File: config.mk
export PLATFORM = sky130hd
export DESIGN_NAME = sfp_vec_pipe
export DESIGN_NICKNAME = d
export VERILOG_FILES = /design/src/rtl/sfp_pkg.sv /design/src/rtl/sfp_lane.sv /design/src/rtl/sfp_vec_pipe.sv
export SDC_FILE = /design/constraint.sdc
export NUM_CORES = 1
export LEC_CHECK = 0
export CAP_MARGIN = 20
export CORE_ASPECT_RATIO = 1.25
export CORE_UTILIZATION = 31
export CTS_CLUSTER_DIAMETER = 100
export DETAILED_ROUTE_END_ITERATION = 12
export PLACE_DENSITY = 0.64
export SKIP_CTS_REPAIR_TIMING = 1
export SLEW_MARGIN = 40
export SYNTH_ARGS = -nofsm -noshare
export SYNTH_HDL_FRONTEND = slang
export SYNTH_SLANG_ARGS = --single-unit
File: constraint.sdc
create_clock -name clk -period 3.2 [get_ports clk]
set_clock_uncertainty 0.15 [all_clocks]
set_input_delay 0.64 -clock clk [delete_from_list [all_inputs] [get_ports clk]]
set_output_delay 0.64 -clock clk [all_outputs]
set_load 0.05 [all_outputs]
File: src/rtl/sfp_pkg.sv
// Shared codes and defaults for the vectorised special-function pipe.
package sfp_pkg;

  localparam int PSUM_BW_DEF = 16;

  typedef enum logic [1:0] {
    SFP_PASS    = 2'b00,
    SFP_ACC     = 2'b01,
    SFP_ACT     = 2'b10,
    SFP_ACC_ACT = 2'b11
  } sfp_mode_e;

  typedef enum logic [1:0] {
    ACT_NONE  = 2'b00,
    ACT_RELU  = 2'b01,
    ACT_LEAKY = 2'b10,
    ACT_RSVD  = 2'b11
  } act_sel_e;

endpackage

File: src/rtl/sfp_lane.sv
// One lane of the special-function pipe: combinational add/saturate for stage 1
// and the activation function for stage 2.
module sfp_lane
  import sfp_pkg::*;
#(
  parameter int PSUM_BW     = PSUM_BW_DEF,
  parameter int LEAKY_SHIFT = 6
) (
  input  logic signed [PSUM_BW-1:0] psum,
  input  logic signed [PSUM_BW-1:0] ofifo,
  input  sfp_mode_e                 mode,
  input  logic                      sat_en,
  output logic signed [PSUM_BW-1:0] s1_res,
  output logic                      s1_ovf,
  input  logic signed [PSUM_BW-1:0] act_in,
  input  sfp_mode_e                 act_mode,
  input  act_sel_e                  act_sel,
  output logic signed [PSUM_BW-1:0] act_out
);

  localparam logic [PSUM_BW-1:0] SAT_MAX = {1'b0, {(PSUM_BW-1){1'b1}}};
  localparam logic [PSUM_BW-1:0] SAT_MIN = {1'b1, {(PSUM_BW-1){1'b0}}};

  logic [PSUM_BW:0] wide_sum;
  logic             add_ovf;

  // One extra bit lets overflow be read off the top two bits of the sum.
  assign wide_sum = {psum[PSUM_BW-1], psum} + {ofifo[PSUM_BW-1], ofifo};
  assign add_ovf  = wide_sum[PSUM_BW] ^ wide_sum[PSUM_BW-1];

  always_comb begin
    s1_res = ofifo;
    s1_ovf = 1'b0;
    case (mode)
      SFP_PASS: s1_res = ofifo;
      SFP_ACT:  s1_res = psum;
      default: begin
        s1_ovf = add_ovf;
        if (add_ovf && sat_en)
          s1_res = wide_sum[PSUM_BW] ? SAT_MIN : SAT_MAX;
        else
          s1_res = wide_sum[PSUM_BW-1:0];
      end
    endcase
  end

  // Activation applies only to the act modes; pass/acc ignore act_sel.
  always_comb begin
    act_out = act_in;
    if (act_mode == SFP_ACT || act_mode == SFP_ACC_ACT) begin
      case (act_sel)
        ACT_RELU:  if (act_in[PSUM_BW-1]) act_out = '0;
        ACT_LEAKY: if (act_in[PSUM_BW-1]) act_out = act_in >>> LEAKY_SHIFT;
        default:   act_out = act_in;
      endcase
    end
  end

endmodule

File: src/rtl/sfp_vec_pipe.sv
// Two-stage valid/ready special-function pipe over COL lanes: S1 add/select,
// S2 activation feeding sfp_out, plus sticky overflow flags and a beat counter.
module sfp_vec_pipe
  import sfp_pkg::*;
#(
  parameter int COL         = 8,
  parameter int PSUM_BW     = PSUM_BW_DEF,
  parameter int LEAKY_SHIFT = 6,
  parameter int CNT_BW      = 16
) (
  input  logic                   clk,
  input  logic                   reset,
  input  logic                   in_valid,
  output logic                   in_ready,
  input  logic [COL*PSUM_BW-1:0] psum_in,
  input  logic [COL*PSUM_BW-1:0] ofifo_in,
  input  logic [1:0]             mode,
  input  logic [1:0]             act_sel,
  input  logic                   sat_en,
  output logic                   out_valid,
  input  logic                   out_ready,
  output logic [COL*PSUM_BW-1:0] sfp_out,
  output logic [COL-1:0]         ovf_flag,
  input  logic                   clr_flags,
  output logic [CNT_BW-1:0]      beat_cnt
);

  logic                   s1_valid;
  logic [COL*PSUM_BW-1:0] s1_data;
  logic [COL-1:0]         s1_ovf;
  sfp_mode_e              s1_mode;
  act_sel_e               s1_act_sel;

  logic [COL*PSUM_BW-1:0] s1_res;
  logic [COL-1:0]         s1_ovf_c;
  logic [COL*PSUM_BW-1:0] act_res;

  logic s2_ready;
  logic s1_advance;

  assign s2_ready   = !out_valid || out_ready;
  assign s1_advance = s1_valid && s2_ready;
  assign in_ready   = !s1_valid || s1_advance;

  for (genvar i = 0; i < COL; i++) begin : g_lane
    sfp_lane #(
      .PSUM_BW    (PSUM_BW),
      .LEAKY_SHIFT(LEAKY_SHIFT)
    ) u_lane (
      .psum    (psum_in[i*PSUM_BW +: PSUM_BW]),
      .ofifo   (ofifo_in[i*PSUM_BW +: PSUM_BW]),
      .mode    (sfp_mode_e'(mode)),
      .sat_en  (sat_en),
      .s1_res  (s1_res[i*PSUM_BW +: PSUM_BW]),
      .s1_ovf  (s1_ovf_c[i]),
      .act_in  (s1_data[i*PSUM_BW +: PSUM_BW]),
      .act_mode(s1_mode),
      .act_sel (s1_act_sel),
      .act_out (act_res[i*PSUM_BW +: PSUM_BW])
    );
  end

  // Control fields travel with the beat so later input changes cannot affect it.
  always_ff @(posedge clk) begin
    if (reset) begin
      s1_valid   <= 1'b0;
      s1_data    <= '0;
      s1_ovf     <= '0;
      s1_mode    <= SFP_PASS;
      s1_act_sel <= ACT_NONE;
    end else if (in_ready) begin
      s1_valid <= in_valid;
      if (in_valid) begin
        s1_data    <= s1_res;
        s1_ovf     <= s1_ovf_c;
        s1_mode    <= sfp_mode_e'(mode);
        s1_act_sel <= act_sel_e'(act_sel);
      end
    end
  end

  always_ff @(posedge clk) begin
    if (reset) begin
      out_valid <= 1'b0;
      sfp_out   <= '0;
    end else if (s2_ready) begin
      out_valid <= s1_valid;
      if (s1_valid) sfp_out <= act_res;
    end
  end

  // A new overflow wins over a simultaneous clear.
  always_ff @(posedge clk) begin
    if (reset)
      ovf_flag <= '0;
    else
      ovf_flag <= (clr_flags ? '0 : ovf_flag) | (s1_advance ? s1_ovf : '0);
  end

  always_ff @(posedge clk) begin
    if (reset)
      beat_cnt <= '0;
    else if (out_valid && out_ready)
      beat_cnt <= beat_cnt + 1'b1;
  end

endmodule

After elaboration in Yosys (flattened, before gate mapping)
Index checks and enable logic that the tools add are counted.
{ "op_classes": {"addsub": 9, "mul": 0, "div_mod_pow": 0, "magnitude_cmp": 0, "eq_ne": 5, "shift": 0, "mux": 66, "n_bitwise": 9, "reduce_logical": 19} }
{ "op_table": {"columns": ["cell", "count"], "rows": [
  ["$mux 16", 32],
  ["$pmux 16 s2", 16],
  ["$add 16x16->17", 8],
  ["$mux 15", 8],
  ["$add 16x1->16 const B", 1],
  ["$mux 8", 2],
  ["$logic_and 1x1->1", 10],
  ["$eq 2x2->1 const B", 4],
  ["$mux 1", 8],
  ["$or 8x8->8", 1],
  ["$xor 1x1->1", 8],
  ["$reduce_and 2->1", 2],
  ["$logic_or 1x1->1", 3],
  ["$eq 2x1->1 const B", 1],
  ["$logic_not 1->1", 2],
  ["$logic_not 2->1", 1],
  ["$reduce_or 2->1", 1]
]} }
{ "totals": {"ff_bits": 294, "latch_bits": 0, "ram_bits": 0, "mem_bits_ro": 0, "inputBits": 266, "elab_cells": 117, "mem_count": 0} }

Depth between registers and ports, before layout
Gate-level depths: netlist of run 1.
{ "depth": {"depth_word": 5, "ltp_mapped": 13} }

Cells and area by module
From an unflattened synthesis of run 1, not the netlist that was laid out.
{ "hier_totals": {"hier_cells": 3123, "area_unflattened_um2": 23043.4} }
{ "by_module_without_submodules": {"columns": ["module", "instances", "cells_each", "area_per_inst_um2", "seq_area_each_um2"], "rows": [
  ["sfp_vec_pipe", 1, 1289, 10234.8, 5885.6],
  ["sfp_lane at g_lane[4].u_lane ...", 4, 230, 1595.3, 0.0],
  ["sfp_lane at g_lane[1].u_lane ...", 3, 232, 1635.3, 0.0],
  ["sfp_lane at g_lane[0].u_lane", 1, 218, 1521.5, 0.0]
]} }

Worst setup path before layout of run 1
OpenSTA, ideal clock, no wires.
{ "synth_timing": {"kind": "input to register", "from": "input psum_in[112]", "to": "register s1_data[119]", "setup_ns": 0.120, "arrival_time_ns": 2.859, "slack_ns": 0.071, "stages": 9, "n_path_buf": 0, "cell_sequence": "ha_1 fa_1 a211oi_1 o21ai_1 a211oi_2 a211oi_1 o21ai_4 a31oi_2 a211o_1"} }
{ "synth_between": {"elab_chain_len": 5, "word_cells_on_any_way": 6, "cone_classes": "add/sub: 1; mux: 3; bitwise: 1; reduce/logical: 1"} }
{ "synth_lines": {"columns": ["element", "line", "rtl"], "rows": [
  ["start, declared", "sfp_vec_pipe.sv:15", "input logic [COL*PSUM_BW-1:0] psum_in,"],
  ["$add 16x16->17 (*)", "sfp_lane.sv:28", "assign wide_sum = {psum[PSUM_BW-1], psum} + {ofifo[PSUM_BW-1], ofifo};"],
  ["$xor 1x1->1", "sfp_lane.sv:29", "assign add_ovf = wide_sum[PSUM_BW] ^ wide_sum[PSUM_BW-1];"],
  ["$logic_and 1x1->1", "sfp_lane.sv:39", "if (add_ovf && sat_en)"],
  ["$mux 16 (*)", "sfp_lane.sv:39", null],
  ["$pmux 16 s2 (*)", "sfp_lane.sv:34", "case (mode)"],
  ["end signal, assigned", "sfp_vec_pipe.sv:74", "s1_data <= s1_res;"],
  ["end, declared", "sfp_vec_pipe.sv:29", "logic [COL*PSUM_BW-1:0] s1_data;"]
]} }
Every way passes the cells marked *; elsewhere a longest branch is shown, timed or not.
A chain may end at the register's enable or synchronous reset.

Final worst setup path of run 1
{ "layout_timing": {"from": "input psum_in[113]", "to": "register s1_data[124]"} }
Same word-level chain as after synthesis.

==> flow_summary.toml, run 1 <==
[clock_network]
clkSinkCount = 293
path_clk_slew_ps = 60
clk_latency_ps = 550
htree_num_levels = 2
root_buffer = "clkbuf_16"
cts.path.max_buffers = 3
cts_inserted_buffers = 37
cts_tree = "built"

[hold_path]
hold_path_class = "reg -> reg"
hold-path-cell-count = 2
hp-start = "sfp_out[11]"
min_to = "sfp_out[11]"

[synthesis]
synth_edf_count = 0
yosysUniqueCellTypes = 97
synth_fa_ha_area_share_pct = 8.74
synth.area.top_cells = "dfxtp_1 28%, a21oi_1 9.9%, ha_1 8.0%"
ys_ff_latch = 293
synth-compound-area-share_pct = 29.0
avgSynthCellArea_sq_um = 7.87
synth_warnings = 0
ys_seq_area_share_pct = 28.5
synthArstFlopShare_pct = 0
synth_ff_type = "dfxtp_1"
syn_inst = 2615
synth_fp_nets = 3020
synth-simple-area-share_pct = 18.2
synth_top_family_by_area = "compound AO/OA/AOI/OAI gates"
yosys.area.top_type = "dfxtp_1"
synthXorXnorAreaFrac_pct = 5.20
muxShareOfSynthArea_pct = 6.19
synthesis.area_sq_mm = 0.0206
synth.top_cell.area_share_pct = 28.5

[route]
drt_first_pass_iters = 5
wl_mm = 81.9
drc = 0
vias = 21968
wl_per_cell_microns = 19.9
vias_per_cell = 5.33
drtIter0Drc = 1135
ant_nets = 0

[worst_setup_path]
path_max_fanout = 7
cp-start-kind = "input pin"
reg2reg_slack_ps = 530
critical_path_class = "in -> reg"
crit-reg2reg-launch = "s1_act_sel[0]"
reg2reg_to = "sfp_out[19]"
crit_arrival_ps = 3370
r2r_cells = 9
end_kind = "flop"
cp.required_ps = 3470
worstSetupStartpoint = "psum_in[113]"

[timing]
finalSetupViolCount = 0
fin_crit_sh_pct = 96.7
fmax_mhz = 323
fin_crit_ps = 3090
setup_tns_ps = 0
rsz0062_at_grt = "true"
maxSlewViolCount = 0
tightest_slew_ps = 851
slew_headroom_pct = 42.9
hold_violations = 0

[outcome]
outcome = "finished clean"

[floorplanning]
die_h_microns = 290
io_pins = 420
rows = 105
core_sq_mm = 0.0657
die_area_sq_mm = 0.0675
dieWidth_microns = 232
start_util_pct = 31.3

[placement]
portBuffers = 419
placed_cells = 4053
hpwl_mm = 61.9
gp_congestion = 0.907

[global_route]
grt_max_degree = 119
use_met1_pct = 28.0
grt_pass1_vias = 21950
grt_util_met2_pct = 41.4
gr-max-usage-layer = "met2"
antenna_found_initial = 13
grt_pass1_wl_mm = 125
grt-ovfl-total = 0
grt_usage_pct = 23.7
grtUsageMet3_pct = 4.37

[cells_and_area]
instances_no_fill = 4124
syn2layout_area_growth_pct = 42.0
multi_input_area_sq_mm = 0.0140
nNetsFinal = 3642
final-seq-area_sq_mm = 0.00587
drive_above_1_share_pct = 14.8
fillers = 6672
final_core_util_pct = 44.5

[pwr]
ir_worst_vdd_v = 0.000436
power.density_mw_per_mm2 = 428
power_leakage_nw = 11.6

[job]
drv_cap = 0
-- Yosys cell counts, types with 49 or more instances --
master,count
a21oi_1,409
clkbuf_1,111
dfxtp_1,293
ha_1,131
inv_1,54
mux2i_1,126
nand2_1,315
nor2_1,204
nor3_1,125
o21ai_0,125
o221ai_1,49
xnor2_1,62
xor2_1,51
-- how the worst max path moves through the flow --
stage,end,cells past startpoint
CTS,s1_data[120],10
finish,s1_data[124],11
detailed placement,s1_data[120],10
global placement,s1_data[112],12
global route,s1_data[113],12
floorplan,s1_data[119],9
-- cell families (layout without fill, tap and decap cells) --
family / count (synthesis) / count (layout)
DFF: 293 / 293
muxes: 127 / 127
adders and majority gates: 139 / 139
and+or+nand+nor: 828 / 828
xor gates and xnor gates: 118 / 118
other: 0 / 4
AOI/OAI and AO/OA: 900 / 900
buffers and inverters: 210 / 859
-- registers in the layout (all words and copies together), names as in the netlist --
name / cells
beat_cnt: 16
out_valid: 1
s1_ovf: 8
s1_valid: 1
s1_act_sel: 2
s1_data: 128
ovf_flag: 8
sfp_out: 128
s1_mode: 1
-- power breakdown --
part	leakage (nW)	total [mW]	internal, mW	switching (mW)
Combinational	8.62	3.92	1.84	2.07
Clock	0.626	4.48	2.73	1.75
Sequential	2.39	4.12	3.91	0.208
Total	11.6	12.5	8.48	4.04
-- per-layer routing --
metal	vias up	share of wire [%]	wire length [microns]
met4	18	4.3	3500
met5	-	0.14	111
met3	173	5.5	4510
li1	10823	-	-
met2	628	49	40100
met1	10326	41	33700
-- layout make-up --
class	count	share of cell area, %
diodes	4	0.0342
well taps	856	3.66
flip-flops and latches	293	20.1
multi-input cells	2112	47.8
clock buffers	51	3.63
inverters	56	0.719
repair buffers	737	23.4
clock inverters	15	0.719
-- placed cells by master, fill, tap and decap left out, drive strengths merged, types with 26 or more instances in the layout --
cell,instances
clkdlybuf4s50,414
a21oi,411
buf,321
nand2,316
dfxtp,293
nor2,204
o21ai,156
ha,131
mux2i,127
nor3,126
o221ai,78
xnor2,65
inv,55
xor2,53
clkbuf,52
nand3,39
nor2b,33
a21o,31
nand2b,26
o211ai,26
-- worst max-delay path, cell delays in order --
cell	delay, ps
clkdlybuf4s50_1	500
buf_4	190
ha_1	300
a211oi_1	230
o21bai_1	150
a21oi_1	260
o2bb2ai_2	180
o41ai_4	120
xnor2_2	240
a31oi_2	230
a211o_1	320
-- through the flow --
| stage | hold WS, ps | worst slack (ps) | power (mW) | cell area [sq um] |
|---|---|---|---|---|
| final | 300 | 106 | 12.5 | 29200 |
| after CTS | 288 | 6.99 | 12.6 | 29200 |
| after global placement | 289 | -535 | 8.06 | 27900 |
| after global routing | 305 | -4.54 | 13.1 | 29200 |
| after floorplan | 275 | 71.1 | 6.40 | 20600 |
| after detailed placement | 296 | -562 | 8.09 | 27900 |
(Power assumes the default switching activity.)
==> run 2: changes to the inputs <==
--- a/config.mk
+++ b/config.mk
@@ -7,12 +7,12 @@
 export LEC_CHECK = 0
 export CAP_MARGIN = 20
 export CORE_ASPECT_RATIO = 1.25
-export CORE_UTILIZATION = 31
+export CORE_UTILIZATION = 48
 export CTS_CLUSTER_DIAMETER = 100
 export DETAILED_ROUTE_END_ITERATION = 12
-export PLACE_DENSITY = 0.64
+export PLACE_DENSITY = 0.87
 export SKIP_CTS_REPAIR_TIMING = 1
-export SLEW_MARGIN = 40
+export SLEW_MARGIN = 5
 export SYNTH_ARGS = -nofsm -noshare
 export SYNTH_HDL_FRONTEND = slang
 export SYNTH_SLANG_ARGS = --single-unit
==> flow_summary.toml, run 2 (synthesized netlist as in run 1, its figures left out) <==
[route]
wl_mm = 81.2
vias = 23293
drtIter0Drc = 1732
vias_per_cell = 6.12
wl_per_cell_microns = 21.3
drt_first_pass_iters = 8
drc = 0
ant_nets = 0

[global_route]
grt_pass1_wl_mm = 125
grt_max_degree = 158
grt-ovfl-total = 0
antenna_found_initial = 2
use_met1_pct = 40.4
grt_pass1_vias = 23306
grtUsageMet3_pct = 5.21
grt_usage_pct = 35.8
gr-max-usage-layer = "met2"
grt_util_met2_pct = 63.7

[floorplanning]
io_pins = 420
dieWidth_microns = 187
die_h_microns = 234
die_area_sq_mm = 0.0437
start_util_pct = 48.8
core_sq_mm = 0.0421
rows = 84

[clock_network]
path_clk_slew_ps = 60
cts_tree = "built"
clk_latency_ps = 540
clkSinkCount = 293
htree_num_levels = 2
root_buffer = "clkbuf_16"
cts.path.max_buffers = 3
cts_inserted_buffers = 34

[worst_setup_path]
reg2reg_slack_ps = 560
reg2reg_to = "sfp_out[84]"
cp_slowest_cell = "clkdlybuf4s50_1"
cpMostUsedCell = "o22ai_1"
path_max_fanout = 2
cp.required_ps = 3500
crit-reg2reg-launch = "s1_act_sel[0]"
end_kind = "flop"
cpPeakStageDelay_ps = 480
cp-start-kind = "input pin"
crit_chain = "clkdlybuf4s50_1 > ha_1 > fa_1 > a21oi_2 > o22ai_1 > o41ai_4 > buf_4 > o22ai_1 > o41ai_2 > xnor2_1 > a21oi_1 > o21ai_0"
critical_path_class = "in -> reg"
r2r_cells = 9
crit_arrival_ps = 3430

[cells_and_area]
finalInstanceArea_sq_mm = 0.0287
final-seq-area_sq_mm = 0.00587
nNetsFinal = 3629
reg_top3 = "s1_data: 128 flops, sfp_out: 128 flops, beat_cnt: 16 flops"
syn2layout_area_growth_pct = 39.4
final_common_cell = "clkdlybuf4s50_1"
final_core_util_pct = 68.1
multi_input_area_sq_mm = 0.0140
drive_above_1_share_pct = 14.8
final_cell_mix = "411 x clkdlybuf4s50_1, 404 x a21oi_1, 312 x nand2_1"
fillers = 3393

[timing]
setup_slack_ps = 70.5
fin_crit_sh_pct = 97.8
hold_violations = 0
fmax_mhz = 320
fin_crit_ps = 3130
holdWs_ps = 305
maxSlewViolCount = 0
slew_headroom_pct = 34.6
finalSetupViolCount = 0
tightest_slew_ps = 980

[placement]
hpwl_mm = 60.5
portBuffers = 419
gp_congestion = 1.04
dpl-instance-area_sq_mm = 0.0274
pre_cts_slack_ps = -553

[hold_path]
hold-path-cell-count = 2
hold_path_class = "reg -> reg"
hp-start = "sfp_out[107]"
min_to = "sfp_out[107]"

[outcome]
outcome = "finished clean"

[pwr]
ir_worst_vdd_v = 0.000346
power_leakage_nw = 11.6
power.density_mw_per_mm2 = 424
total_power_mw = 12.2

[job]
drv_cap = 0
==> run 2: layout make-up <==
class	instances	area share, %
antenna	1	0.00872
clock buffer	42	3.28
clock inverter	16	0.593
inverter	56	0.732
multi-input combinational	2112	48.9
sequential	293	20.4
tap	559	2.44
timing repair buffer	727	23.6
==> run 2: how the worst max path moves through the flow <==
stage	start	to	cells past startpoint
2_1_floorplan	psum_in[112]	s1_data[119]	9
3_3_place_gp	psum_in[112]	s1_data[126]	12
3_5_place_dp	psum_in[112]	s1_data[113]	12
4_1_cts	psum_in[112]	s1_data[113]	12
5_1_grt	ofifo_in[80]	s1_data[94]	12
6_report	ofifo_in[80]	s1_data[94]	12
==> run 2: worst max-delay path, delay by kind of cell <==
family	cells	cell delay (ps)
AOI/OAI and AO/OA	7	1260
adders and majority gates	2	680
buffers and inverters	2	660
xor gates and xnor gates	1	190
==> run 2: through the flow <==
| step | TNS (ps) | std cells |
|---|---|---|
| floorplan | 0 | 2615 |
| global placement | -42340 | 3744 |
| detailed placement | -52960 | 3744 |
| CTS | -22.8 | 3802 |
| global route | -56.5 | 3806 |
| finish | 0 | 3806 |
==> run 2: layer usage <==
layer  share of wire [%]  wire length, microns  up-vias
li1                    -                     -    10771
met1                  38                 30700    11026
met2                  49                 39600     1189
met3                 7.2                  5830      305
met4                 6.3                  5110        2
met5               0.018                    15        -
==> run 2: power breakdown <==
part	leakage (nW)	switching (mW)	total (mW)	internal, mW
Clock	0.547	1.67	4.01	2.34
Combinational	8.61	2.18	4.03	1.86
Sequential	2.39	0.218	4.13	3.91
